--- config.mk ---
export PLATFORM = sky130hd
export DESIGN_NAME = conv_frame_ctrl_flat
export DESIGN_NICKNAME = d
export VERILOG_FILES = /design/src/rtl/conv_ctrl_pkg.sv /design/src/rtl/conv_frame_ctrl_if.sv /design/src/rtl/conv_ctrl_wdog.sv /design/src/rtl/conv_frame_ctrl.sv /design/src/flat_wrapper.sv
export SDC_FILE = /design/constraint.sdc
export NUM_CORES = 1
export LEC_CHECK = 0
export CAP_MARGIN = 10
export CORE_UTILIZATION = 25
export DETAILED_ROUTE_END_ITERATION = 6
export PLACE_DENSITY_LB_ADDON = 0.1
export RECOVER_POWER = 50
export SKIP_CTS_REPAIR_TIMING = 1
export SLEW_MARGIN = 20
export SYNTH_ARGS = -nofsm -noshare
export SYNTH_HDL_FRONTEND = slang
export SYNTH_SLANG_ARGS = --single-unit
--- constraint.sdc ---
create_clock -name clk -period 3.8 [get_ports clk]
set_input_delay 0.38 -clock clk [delete_from_list [all_inputs] [get_ports clk]]
set_output_delay 0.38 -clock clk [all_outputs]
set_load 0.02 [all_outputs]
--- src/rtl/conv_ctrl_pkg.sv ---
// Shared types, widths and the configuration legality check for the
// convolution frame sequencer.
package conv_ctrl_pkg;

    localparam int unsigned MAX_KERNAL_DEF = 3;
    localparam int unsigned X_MAX_DEF      = 16;
    localparam int unsigned Y_MAX_DEF      = 16;
    localparam int unsigned TIMEOUT_DEF    = 64;

    localparam int unsigned KW = 8;
    localparam int unsigned XW = $clog2(X_MAX_DEF) + 1;
    localparam int unsigned YW = $clog2(Y_MAX_DEF) + 1;
    localparam int unsigned CW = $clog2(X_MAX_DEF) + $clog2(Y_MAX_DEF) + 2;

    typedef enum logic [2:0] {
        IDLE    = 3'd0,
        START   = 3'd1,
        FILL    = 3'd2,
        OFFER   = 3'd3,
        ADVANCE = 3'd4,
        DONE    = 3'd5
    } ctrl_state_t;

    // Odd kernel within limits and a non-empty frame within the image bounds.
    function automatic logic cfg_legal(
        input logic [KW-1:0] k,
        input logic [XW-1:0] mx,
        input logic [YW-1:0] my,
        input int unsigned   k_max,
        input int unsigned   x_max,
        input int unsigned   y_max
    );
        return (k != '0) && k[0] && (32'(k) <= k_max)
            && (mx != '0) && (32'(mx) <= x_max)
            && (my != '0) && (32'(my) <= y_max);
    endfunction

endpackage

--- src/rtl/conv_frame_ctrl_if.sv ---
// Sequencer-side bundle: conv_memory/pixel_pos control plus the window
// valid/ready handshake toward the convolution engine.
interface conv_frame_ctrl_if;
    import conv_ctrl_pkg::*;

    logic [KW-1:0] kernel_size;
    logic [XW-1:0] max_x;
    logic [YW-1:0] max_y;
    logic          new_trans;
    logic          new_sample_req;
    logic          new_sample_ready;
    logic          win_valid;
    logic          win_ready;

    modport master (
        output kernel_size, max_x, max_y, new_trans, new_sample_req, win_valid,
        input  new_sample_ready, win_ready
    );

    modport slave (
        input  kernel_size, max_x, max_y, new_trans, new_sample_req, win_valid,
        output new_sample_ready, win_ready
    );
endinterface

--- src/rtl/conv_ctrl_wdog.sv ---
// FILL-state watchdog: counts enabled cycles since the last clear and flags
// when the count reaches TIMEOUT-1 so the FSM leaves on the TIMEOUT-th edge.
module conv_ctrl_wdog #(
    parameter int unsigned TIMEOUT = 64
) (
    input  logic clk,
    input  logic rst,
    input  logic clr,
    input  logic en,
    output logic expire_c
);
    localparam int unsigned TW = $clog2(TIMEOUT + 1);

    logic [TW-1:0] cnt_q, cnt_d;

    assign expire_c = en && (cnt_q == TW'(TIMEOUT - 1));

    always_comb begin
        cnt_d = cnt_q;
        if (clr) begin
            cnt_d = '0;
        end else if (en && !expire_c) begin
            cnt_d = cnt_q + TW'(1);
        end
    end

    always_ff @(posedge clk) begin
        if (rst) begin
            cnt_q <= '0;
        end else begin
            cnt_q <= cnt_d;
        end
    end
endmodule

--- src/rtl/conv_frame_ctrl.sv ---
// Frame-level sequencer for the Gaussian convolution front end.
// Optional FILL watchdog and timeout_err port enabled by CONV_TIMEOUT_EN.
module conv_frame_ctrl
    import conv_ctrl_pkg::*;
#(
`ifdef CONV_TIMEOUT_EN
    parameter int unsigned TIMEOUT    = TIMEOUT_DEF,
`endif
    parameter int unsigned MAX_KERNAL = MAX_KERNAL_DEF,
    parameter int unsigned X_MAX      = X_MAX_DEF,
    parameter int unsigned Y_MAX      = Y_MAX_DEF
) (
    input  logic                    clk,
    input  logic                    rst,
    input  logic                    start,
    input  logic                    abort,
    input  logic [KW-1:0]           cfg_kernel_size,
    input  logic [XW-1:0]           cfg_max_x,
    input  logic [YW-1:0]           cfg_max_y,
    output logic                    busy,
    output logic                    frame_done,
    output logic                    cfg_err,
    output logic [CW-1:0]           pix_count,
`ifdef CONV_TIMEOUT_EN
    output logic                    timeout_err,
`endif
    conv_frame_ctrl_if.master       mem
);

    ctrl_state_t   state_q, state_d;

    logic          ready_q;
    logic [KW-1:0] kernel_q, kernel_d;
    logic [XW-1:0] max_x_q, max_x_d;
    logic [YW-1:0] max_y_q, max_y_d;
    logic [CW-1:0] total_q, total_d;
    logic [CW-1:0] pix_q, pix_d;

    logic new_trans_q, new_trans_d;
    logic req_q, req_d;
    logic win_valid_q, win_valid_d;
    logic busy_q, busy_d;
    logic frame_done_q, frame_done_d;
    logic cfg_err_q, cfg_err_d;

    logic ready_rise_c;
    logic legal_c;
    logic start_ok_c;
    logic handshake_c;
    logic last_c;
    logic timeout_c;

    assign ready_rise_c = mem.new_sample_ready && !ready_q;
    assign legal_c      = cfg_legal(cfg_kernel_size, cfg_max_x, cfg_max_y,
                                    MAX_KERNAL, X_MAX, Y_MAX);
    assign start_ok_c   = (state_q == IDLE) && start && !abort && legal_c;
    assign handshake_c  = (state_q == OFFER) && mem.win_ready && !abort;
    assign last_c       = (pix_q == total_q - CW'(1));

`ifdef CONV_TIMEOUT_EN
    logic timeout_err_q, timeout_err_d;

    conv_ctrl_wdog #(
        .TIMEOUT (TIMEOUT)
    ) u_wdog (
        .clk      (clk),
        .rst      (rst),
        .clr      ((state_d == FILL) && (state_q != FILL)),
        .en       (state_q == FILL),
        .expire_c (timeout_c)
    );
`else
    assign timeout_c = 1'b0;
`endif

    // Next-state logic; abort overrides every transition.
    always_comb begin
        state_d = state_q;
        unique case (state_q)
            IDLE:    if (start_ok_c) state_d = START;
            START:   state_d = FILL;
            FILL: begin
                if (ready_rise_c)   state_d = OFFER;
                else if (timeout_c) state_d = IDLE;
            end
            OFFER:   if (mem.win_ready) state_d = last_c ? DONE : ADVANCE;
            ADVANCE: state_d = FILL;
            DONE:    state_d = IDLE;
            default: state_d = IDLE;
        endcase
        if (abort) begin
            state_d = IDLE;
        end
    end

    // Outputs decoded from the next state so the registered copies line up
    // with the state they belong to.
    always_comb begin
        new_trans_d  = 1'b0;
        req_d        = 1'b0;
        win_valid_d  = 1'b0;
        busy_d       = 1'b0;
        frame_done_d = 1'b0;
        unique case (state_d)
            START:   begin new_trans_d = 1'b1; busy_d = 1'b1; end
            FILL:    busy_d = 1'b1;
            OFFER:   begin win_valid_d = 1'b1; busy_d = 1'b1; end
            ADVANCE: begin req_d = 1'b1; busy_d = 1'b1; end
            DONE:    frame_done_d = 1'b1;
            default: ;
        endcase
        cfg_err_d = (state_q == IDLE) && start && !abort && !legal_c;
`ifdef CONV_TIMEOUT_EN
        timeout_err_d = (state_q == FILL) && timeout_c && !ready_rise_c && !abort;
`endif
    end

    // Config latch, frame total (multiplied once in START) and window count.
    always_comb begin
        kernel_d = kernel_q;
        max_x_d  = max_x_q;
        max_y_d  = max_y_q;
        total_d  = total_q;
        pix_d    = pix_q;
        if (start_ok_c) begin
            kernel_d = cfg_kernel_size;
            max_x_d  = cfg_max_x;
            max_y_d  = cfg_max_y;
            pix_d    = '0;
        end
        if (state_q == START) begin
            total_d = CW'(max_x_q) * CW'(max_y_q);
        end
        if (handshake_c) begin
            pix_d = pix_q + CW'(1);
        end
    end

    always_ff @(posedge clk) begin
        if (rst) begin
            state_q      <= IDLE;
            ready_q      <= 1'b0;
            kernel_q     <= '0;
            max_x_q      <= '0;
            max_y_q      <= '0;
            total_q      <= '0;
            pix_q        <= '0;
            new_trans_q  <= 1'b0;
            req_q        <= 1'b0;
            win_valid_q  <= 1'b0;
            busy_q       <= 1'b0;
            frame_done_q <= 1'b0;
            cfg_err_q    <= 1'b0;
        end else begin
            state_q      <= state_d;
            ready_q      <= mem.new_sample_ready;
            kernel_q     <= kernel_d;
            max_x_q      <= max_x_d;
            max_y_q      <= max_y_d;
            total_q      <= total_d;
            pix_q        <= pix_d;
            new_trans_q  <= new_trans_d;
            req_q        <= req_d;
            win_valid_q  <= win_valid_d;
            busy_q       <= busy_d;
            frame_done_q <= frame_done_d;
            cfg_err_q    <= cfg_err_d;
        end
    end

`ifdef CONV_TIMEOUT_EN
    always_ff @(posedge clk) begin
        if (rst) begin
            timeout_err_q <= 1'b0;
        end else begin
            timeout_err_q <= timeout_err_d;
        end
    end

    assign timeout_err = timeout_err_q;
`endif

    assign mem.kernel_size    = kernel_q;
    assign mem.max_x          = max_x_q;
    assign mem.max_y          = max_y_q;
    assign mem.new_trans      = new_trans_q;
    assign mem.new_sample_req = req_q;
    assign mem.win_valid      = win_valid_q;
    assign busy               = busy_q;
    assign frame_done         = frame_done_q;
    assign cfg_err            = cfg_err_q;
    assign pix_count          = pix_q;

endmodule

--- src/flat_wrapper.sv ---
// flat-port wrapper written by rule: the top's interface ports become plain ports
module conv_frame_ctrl_flat import conv_ctrl_pkg::*;
#(

    parameter int unsigned MAX_KERNAL = MAX_KERNAL_DEF,
    parameter int unsigned X_MAX      = X_MAX_DEF,
    parameter int unsigned Y_MAX      = Y_MAX_DEF
)
  (clk, rst, start, abort, cfg_kernel_size, cfg_max_x, cfg_max_y, busy, frame_done, cfg_err, pix_count, mem_kernel_size, mem_max_x, mem_max_y, mem_new_trans, mem_new_sample_req, mem_win_valid, mem_new_sample_ready, mem_win_ready);
  conv_frame_ctrl_if mem_i ();
  input  logic clk;
  input  logic rst;
  input  logic start;
  input  logic abort;
  input  logic [KW-1:0] cfg_kernel_size;
  input  logic [XW-1:0] cfg_max_x;
  input  logic [YW-1:0] cfg_max_y;
  output logic busy;
  output logic frame_done;
  output logic cfg_err;
  output logic [CW-1:0] pix_count;
  output wire logic [$bits(mem_i.kernel_size)-1:0] mem_kernel_size;
  output wire logic [$bits(mem_i.max_x)-1:0] mem_max_x;
  output wire logic [$bits(mem_i.max_y)-1:0] mem_max_y;
  output wire logic [$bits(mem_i.new_trans)-1:0] mem_new_trans;
  output wire logic [$bits(mem_i.new_sample_req)-1:0] mem_new_sample_req;
  output wire logic [$bits(mem_i.win_valid)-1:0] mem_win_valid;
  input wire logic [$bits(mem_i.new_sample_ready)-1:0] mem_new_sample_ready;
  input wire logic [$bits(mem_i.win_ready)-1:0] mem_win_ready;
  assign mem_kernel_size = mem_i.kernel_size;
  assign mem_max_x = mem_i.max_x;
  assign mem_max_y = mem_i.max_y;
  assign mem_new_trans = mem_i.new_trans;
  assign mem_new_sample_req = mem_i.new_sample_req;
  assign mem_win_valid = mem_i.win_valid;
  assign mem_i.new_sample_ready = mem_new_sample_ready;
  assign mem_i.win_ready = mem_win_ready;
  conv_frame_ctrl #(.MAX_KERNAL(MAX_KERNAL), .X_MAX(X_MAX), .Y_MAX(Y_MAX)) u_core (.clk(clk), .rst(rst), .start(start), .abort(abort), .cfg_kernel_size(cfg_kernel_size), .cfg_max_x(cfg_max_x), .cfg_max_y(cfg_max_y), .busy(busy), .frame_done(frame_done), .cfg_err(cfg_err), .pix_count(pix_count), .mem(mem_i));
endmodule
Word-level counts from Yosys, hierarchy flattened
Index checks and enable logic that the tools add are counted.
W data, S select, Z words.
- output and inout bits: 34
- input port bits: 24
- bits in registers: 48
- add/subtract/negate cells: 2
- eq/ne operators: 10
- multipliers: 1
- mux-type cells: 13
- reduce and logical (&&, ||, !) cells: 23
- $lt $le $gt $ge: 3
- operator list (cell ; count):
    $mux W10 ; 2
    $logic_and A1 B1 Y1 ; 13
    $eq A3 B2 Y1 const B ; 4
    $mux W3 ; 4
    $pmux W3 S4 ; 1
    $add A10 B1 Y10 const B ; 1
    $eq A10 B10 Y1 ; 1
    $le A5 B5 Y1 const B ; 2
    $mul A5 B5 Y10 ; 1
    $reduce_bool A5 Y1 ; 2
    $sub A10 B1 Y10 const B ; 1
    $eq A3 B3 Y1 const B ; 3
    $le A8 B2 Y1 const B ; 1
    $reduce_bool A8 Y1 ; 1
    $eq A3 B1 Y1 const B ; 2
    $mux W1 ; 6
    $reduce_or A4 Y1 ; 1
    $logic_not A1 Y1 ; 3
    $logic_not A3 Y1 ; 1
    $reduce_bool A2 Y1 ; 1
    $reduce_or A2 Y1 ; 1

Depth between registers and ports, before layout
Gate-level depths: netlist of run 1.
- depth after elaboration: 14
- mapped depth: 13

Worst setup path before layout of run 1
No wires, ideal clock.
- path type: reg2reg
- start point: register u_core.max_y_q[4] (netlist: u_core.mem.max_y[4])
- end point: register u_core.total_q[9]
- cell stages (with the launch flop): 12
- data arrival time: 3.518 ns
- path slack: 0.159 ns
- required time: 3.677 ns
- library setup time: 0.123 ns
- cells stage by stage: dfxtp_1 > nand2_1 > fa_1 > fa_1 > fa_1 > inv_1 > ha_1 > a21oi_1 > o21bai_1 > a2111oi_0 > nor3_1 > nand3b_1
- cells in the longest elaborated chain, start to end: 1
- ends and longest elaborated chain (element ; RTL line ; text):
    from (decl) ; conv_frame_ctrl.sv:35 ; logic [YW-1:0] max_y_q, max_y_d;
    from (signal assigned) ; conv_frame_ctrl.sv:159 ; max_y_q <= max_y_d;
    $mul A5 B5 Y10 ; conv_frame_ctrl.sv:132 ; total_d = CW'(max_x_q) * CW'(max_y_q);
    to (signal assigned) ; conv_frame_ctrl.sv:160 ; total_q <= total_d;
    to (decl) ; conv_frame_ctrl.sv:36 ; logic [CW-1:0] total_q, total_d;
Every way passes these cells.
A chain may end at the register's enable or synchronous reset.

Worst setup path after layout of run 1
- start point: register u_core.max_x_q[0] (netlist: u_core.mem.max_x[0])
- end point: register u_core.total_q[9]
- cells in the longest elaborated chain, start to end: 1
- ends and longest elaborated chain (element ; RTL line ; text):
    from (decl) ; conv_frame_ctrl.sv:34 ; logic [XW-1:0] max_x_q, max_x_d;
    from (signal assigned) ; conv_frame_ctrl.sv:158 ; max_x_q <= max_x_d;
    $mul A5 B5 Y10 ; conv_frame_ctrl.sv:132 ;
Every way passes these cells.

==> summary.txt, run 1 <==
Power
  • Int Power: 0.843 mW
  • Power Density: 276 nW/um2
  • Net Sw Power: 0.231 mW
  • Maximum VDD drop: about 150 uV
  • Switching share of total power: 21.5%
  • Leakage: 1.69 nW
  • PnR Total Power: roughly 1.1 mW
  • Sequential share of power: 46.9%
  • Clk pwr share: 48.9%
  • Combinational power share: 4.3%

Setup path
  • CP max stage delay: ~540 ps
  • CP dominant cell by count: fa_1
  • Buf/Inv on CP: 1
  • Worst EP required: 3970 ps
  • Critical path endpoint category: flop
  • Setup CP Type: flop to flop
  • Critical Path Fanout Max: 3
  • CP cell instances: nand2_1 > fa_1 > fa_1 > fa_1 > inv_1 > ha_1 > a21oi_1 > o21bai_1 > a2111oi_1 > nor3_1 > nand3b_1
  • CP max-delay cell: fa_1
  • Crit path launch type: flop
  • Crit path max-delay family: adder cells
  • Worst endpoint data arrival time: around 3800 ps

Layout
  • Antenna cell count: 0
  • Layout cell share with drive strength beyond 1: 7.18%
  • Nets: roughly 460
  • Post-layout util: between 30% and 40%
  • Post-route cell area: approximately 4000 um2
  • Multi-input gate area: 1850 um2
  • Post-Layout Cell Count: 547
  • Fillers: 1206
  • FF+latch area: 961 um2
  • Layout overhead on the synthesized area: 32.0%

Clocking
  • CTS HTree Levels: 2
  • Worst-Skew Late Latency: 290 ps
  • Clock Sinks: between 40 and 50
  • Root Driver: clkbuf_16
  • Clk slew on worst S/H paths: 70 ps
  • CTS max path bufs: 2
  • CTS tree: built
  • TritonCTS Buffers: 5

Global routing
  • Antenna violations before repair: 0
  • First-pass GRT wire length: approximately 13000 um
  • Vias in the first global route: between 2000 and 3000
  • Largest net degree at the start of global routing: 17
  • Global route total overflow: 0
  • Gr usage total: approximately 13%

Die
  • Top-Level Pins: between 50 and 60
  • Die ar.: 12200 um2
  • Die Span Y: roughly 110 um
  • Initial Util: 25.7%
  • Core area: ~11000 um2
  • # rows: 39
  • Die width: 111 um

Place
  • Post-placement cell area: around 3700 um2
  • Hpwl dp: 5830 um
  • Placed Cells: 539
  • Final GP Congestion: 0.739
  • Port bufs: 57

Route
  • Via count: 2554
  • Drc violations: 0
  • Wire per inst: 13.6 um
  • 1st-iter DRT viols: 108
  • Detailed Route WL: around 7500 um
  • Via/cell ratio: 4.67
  • Detailed Routing Iterations Pass 1: 4
  • Post-route ant nets: 0

Timing
  • Worst slew pin tran: 664 ps
  • Rel. slew slack: 55.6%
  • FMAX: 0.278 GHz
  • Setup TNS: 0 ps
  • RSZ-0062 raised after global routing: false
  • Clock skew: 9.04 ps
  • Setup Viol. Count Final: 0
  • Post-route minimum period: about 3600 ps
  • Final Cycle Share: 94.6%
  • Fin. Hold Viols: 0
  • Count of final max-slew check failures: 0

Synth
  • Synth warnings: 0
  • Post-Syn Area: 2950 um2
  • Synthesized area per cell: 8.66 um2
  • Syn nets: 394
  • Sequential share of the synthesized area: between 30% and 40%
  • Post-Synthesis Cells: approximately 340
  • Post-synth top flop: dfxtp_1
  • Post-synth EDFFs: 0
  • Synth Register Bits: 48
  • Post-synth ARST share: 0%
  • Post-synthesis cell type count: 50

Hold path
  • Hold crit path type: flop to flop

Flow run
  • Max cap viols: 0

Status
  • Status: completed
per-stage QoR:
step / hold WS (ps) / worst slack [ps]
after global placement: 444 / 223
after global routing: 486 / 28.5
after floorplan: 470 / 159
after detailed placement: 443 / 135
after CTS: 466 / 109
final: 454 / 204
placed cells by master (no fill, tap or decap), types with 10 or more instances in the layout:
cell type | Yosys | routed
clkdlybuf4s50_1 | 0 | 21
inv_1 | 23 | 23
dlygate4sd3_1 | 0 | 36
ha_1 | 20 | 20
mux2i_1 | 12 | 12
o21ai_0 | 10 | 10
buf_4 | 1 | 10
nor2_1 | 33 | 33
dfxtp_1 | 48 | 48
and2_1 | 21 | 21
a21oi_1 | 25 | 25
nand2_1 | 27 | 27
worst reg2reg max path, delay by kind of cell, from the launching register on:
kind                       cells  cell delay (ps)
AOI/OAI and AO/OA              3              830
buffers and inverters          1               40
adders and majority gates      4             1900
and+or+nand+nor                3              380
DFF                            1              330
cells in the mapped netlist (2+ instances only):
cell type	count	area [um2]
nand2b_1	5	31.3
or3_1	2	12.5
nor3_1	9	45.0
nand3b_1	8	60.1
and2_1	21	131
clkbuf_1	10	37.5
nand4_1	2	12.5
nand3_1	6	30.0
o31ai_1	4	30.0
a31oi_1	3	18.8
and3_1	3	18.8
o211ai_1	2	15.0
a211oi_1	4	30.0
inv_1	23	86.3
o21ai_0	10	50.1
fa_1	9	180
o211a_1	2	20.0
a21o_1	3	22.5
xor2_1	8	70.1
nor2b_1	2	12.5
o21bai_1	2	15.0
xnor2_1	9	78.8
nor2_1	33	124
nor3b_1	2	15.0
ha_1	20	250
mux2i_1	12	120
a21oi_1	25	125
or2_2	4	25.0
nor4_1	4	25.0
dfxtp_1	48	961
nand2_1	27	101
sequential cells by signal (all words and copies together) (netlist names), 3 cells and up:
register	count
u_core.total_q	10
u_core.mem.max_x	5
u_core.mem.kernel_size	8
u_core.state_q	3
u_core.pix_count	10
u_core.mem.max_y	5
layout make-up:
cell class | instances | area share [%]
Multi-Input combinational cell | 257 | 47.5
Sequential cell | 48 | 24.7
Timing Repair Buffer | 68 | 16.7
Tap cell | 143 | 4.59
Clock buffer | 5 | 3.21
Inverter | 23 | 2.22
Clock inverter | 3 | 1.19
cells by family after synthesis:
logic type	Yosys count	synth area share [%]
simple gates	137	25.2
compound gates	62	13.4
flops	48	32.6
buf+inv	36	5.13
fa+ha+maj	29	14.6
xor+xnor	17	5.04
mux	12	4.07
power by group through the flow:
stage,Clock (mW),Combinational (mW),Sequential (mW)
global route,0.563,0.0495,0.504
global placement,0,0.0478,0.516
detailed placement,0,0.0479,0.516
floorplan,0,0.0129,0.516
finish,0.525,0.0459,0.504
CTS,0.545,0.0479,0.504
per-layer routing:
layer | share of wire (%) | track usage, %
met1 | 50 | 17.2
met2 | 44 | 19.9
met3 | 3.4 | 2.52
met4 | 1.9 | 4.44
met5 | 0 | 0
path summary, 6_finish.rpt:
kind                                                 from                        end  cells after the start  slack [ps]
worst min-delay path            u_core.mem.kernel_size[7]  u_core.mem.kernel_size[7]                      1         450
worst max register to register        u_core.mem.max_x[0]          u_core.total_q[9]                     11         200
worst min register to register  u_core.mem.kernel_size[7]  u_core.mem.kernel_size[7]                      1         450
worst max-delay path                  u_core.mem.max_x[0]          u_core.total_q[9]                     11         200
Power figures use the tool's default switching activity.
==> run 2: changes to the inputs <==
ABC_AREA = 1   (was default)
==> run 2 against run 1 <==
Against the previous run: the flow now finishes with violations (DRC); power up 11%; clock power rose by 23%; via count grew 5.2%; maximum frequency increased by 5.1%; sequential share of layout area decreased by 0.12 points; critical path type unchanged.
==> summary.txt, run 2 <==
Status
  • Status: finished, violations left
  • Violated checks: DRC

Power
  • Sequential share of power: between 40% and 50%
  • Combinational power share: 4.0%
  • Int Power: slightly below 1 mW
  • Maximum VDD drop: 187 uV
  • Power Density: 306 nW/um2
  • Switching share of total power: 18.7%
  • Leakage: 2.05 nW
  • Net Sw Power: 0.223 mW
  • Clk pwr share: between 50% and 60%

Clocking
  • Worst-Skew Late Latency: 300 ps
  • Clk slew on worst S/H paths: 70 ps
  • TritonCTS Buffers: 5
  • CTS max path bufs: 2
  • CTS tree: built
  • CTS HTree Levels: 2
  • Clock Sinks: 48
  • Root Driver: clkbuf_16

Setup path
  • Crit path launch type: flop
  • Crit path max-delay family: adder cells
  • CP max stage delay: between 500 and 600 ps
  • CP max-delay cell: fa_1
  • Worst endpoint data arrival time: 3620 ps
  • Setup CP Type: flop to flop
  • CP cell instances: nand2_1 > fa_1 > fa_1 > fa_1 > inv_1 > ha_1 > a21oi_1 > nand2_1 > a21oi_1 > o21ai_0 > xor2_1 > o21ai_0 > inv_1
  • Worst EP required: 3990 ps
  • CP dominant cell by count: fa_1
  • Critical Path Fanout Max: 7
  • Buf/Inv on CP: 2
  • Critical path endpoint category: flop

Place
  • Port bufs: 57
  • Hpwl dp: 5950 um
  • Final GP Congestion: 0.843

Synth
  • Top cell type by total area after synthesis: dfxtp_1
  • Count leader, synth: nand2_1
  • Post-synth top flop: dfxtp_1
  • Post-synthesis cell type count: 31
  • Synth Register Bits: 48
  • Sequential share of the synthesized area: 32.3%
  • Synthesized area per cell: between 7 and 8 um2
  • Most frequent cells after synthesis: 85 x nand2_1, 72 x inv_1, 48 x dfxtp_1
  • Post-Synthesis Cells: ~420
  • Syn nets: 470
  • Synth warnings: 0
  • Post-Syn Area: between 2000 and 3000 um2
  • Synth top area share: 32.3%
  • Synth area leaders: dfxtp_1 32%, nand2_1 11%, inv_1 9.1%
  • Post-synth EDFFs: 0
  • Post-synth ARST share: 0%

Global routing
  • Antenna violations before repair: 0
  • Vias in the first global route: ~2700
  • First-pass GRT wire length: 12700 um
  • Global route total overflow: 0
  • Largest net degree at the start of global routing: 20
  • Gr usage total: 12.9%

Route
  • Post-route ant nets: 0
  • Via/cell ratio: 4.32
  • Drc violations: 2
  • 1st-iter DRT viols: 84
  • Wire per inst: 12.1 um
  • Detailed Routing Iterations Pass 1: 6
  • Detailed Route WL: roughly 7500 um
  • Via count: 2686

Timing
  • Fin. Hold Viols: 0
  • Worst slew pin tran: 887 ps
  • Rel. slew slack: between 40 and 50%
  • Post-route minimum period: about 3400 ps
  • Worst hold slack: 436 ps
  • FMAX: 0.292 GHz
  • Setup Viol. Count Final: 0
  • RSZ-0062 raised after global routing: false
  • Clock skew: 6.82 ps
  • Setup TNS: 0 ps
  • Final Cycle Share: 90.0%
  • Count of final max-slew check failures: 0

Die
  • Top-Level Pins: 58
  • Core area: 11500 um2
  • Die width: 111 um
  • Die Span Y: between 100 and 150 um
  • Initial Util: 25.8%
  • # rows: 39
  • Die ar.: 12300 um2

Layout
  • Fillers: approximately 1200
  • Multi-input gate area: 1670 um2
  • Nets: 531
  • Antenna cell count: 0
  • Layout overhead on the synthesized area: 31.5%
  • FF+latch area: 961 um2
  • Commonest non-fill, non-tap cell in the layout: nand2_1
  • Most frequent cells in the layout: 85 x nand2_1, 72 x inv_1, 48 x dfxtp_1, 47 x nor2_1, 35 x dlygate4sd3_1
  • Layout cell share with drive strength beyond 1: between 5 and 6%

Hold path
  • Hold crit path type: flop to flop

Flow run
  • Max cap viols: 0
run 2: changes by cell type in the layout (fill, tap and decap cells not counted), sizes merged, moves of 5 or more:
cell    delta
buf        -6
nor2      +16
nand3b     -8
nand2b     -5
mux2i     -12
nand2     +60
o21ai     +16
nand3     +17
inv       +52
and2      -21
run 2: through the flow:
stage	total power, mW	setup WS (ps)	std cells	area [um2]	util, %
after floorplan	0.533	380	417	2980	-
after global placement	0.566	397	614	3710	32.2
after detailed placement	0.566	339	614	3710	32.2
after CTS	1.21	333	622	3920	34.1
after global routing	1.24	55.4	622	3920	34.0
final	1.20	379	622	3920	34.0
run 2: logic make-up after synthesis:
logic type | share of synthesized area, %
DFF | 32.3
AOI/OAI and AO/OA | 11.4
and+or+nand+nor | 25.6
xor gates and xnor gates | 4.71
buffers and inverters | 11.6
adders and majority gates | 14.5
run 2: path summary, 6_finish.rpt:
| kind | to | slack [ps] | depth (start not counted) | start |
|---|---|---|---|---|
| max | u_core.total_q[7] | 380 | 13 | u_core.mem.max_x[0] |
| min reg2reg | u_core.mem.kernel_size[4] | 440 | 2 | u_core.mem.kernel_size[4] |
| max reg2reg | u_core.total_q[7] | 380 | 13 | u_core.mem.max_x[0] |
| min | u_core.mem.kernel_size[4] | 440 | 2 | u_core.mem.kernel_size[4] |
run 2: power by group through the flow:
stage               Sequential [mW]  Combinational [mW]  Clock (mW)
global route                  0.504              0.0534       0.684
floorplan                     0.516              0.0167           0
finish                        0.504              0.0482       0.644
CTS                           0.504              0.0502       0.660
detailed placement            0.516              0.0501           0
global placement              0.516              0.0501           0
run 2: final cells by class:
| class | instances | area share, % |
|---|---|---|
| Inverter | 77 | 7.38 |
| Clock buffer | 5 | 3.20 |
| Sequential cell | 48 | 24.5 |
| Tap cell | 143 | 4.57 |
| Multi-Input combinational cell | 284 | 42.6 |
| Clock inverter | 3 | 2.30 |
| Timing Repair Buffer | 62 | 15.4 |
run 2: routing by layer:
layer  vias up  wire (um)  global-route usage, %
met1      1199       3710                   16.6
met2        45       3470                   21.6
li1       1434          -                      -
met5         -          0                      0
met3         8        232                   2.62
met4         0         96                   4.05
run 2: worst register-to-register path, stage by stage (launching register included):
cell     delay (ps)
dfxtp_1         430
nand2_1         110
fa_1            510
fa_1            520
fa_1            540
inv_1            40
ha_1            340
a21oi_1         160
nand2_1         110
a21oi_1         140
o21ai_0         100
xor2_1          140
o21ai_0         140
inv_1            50
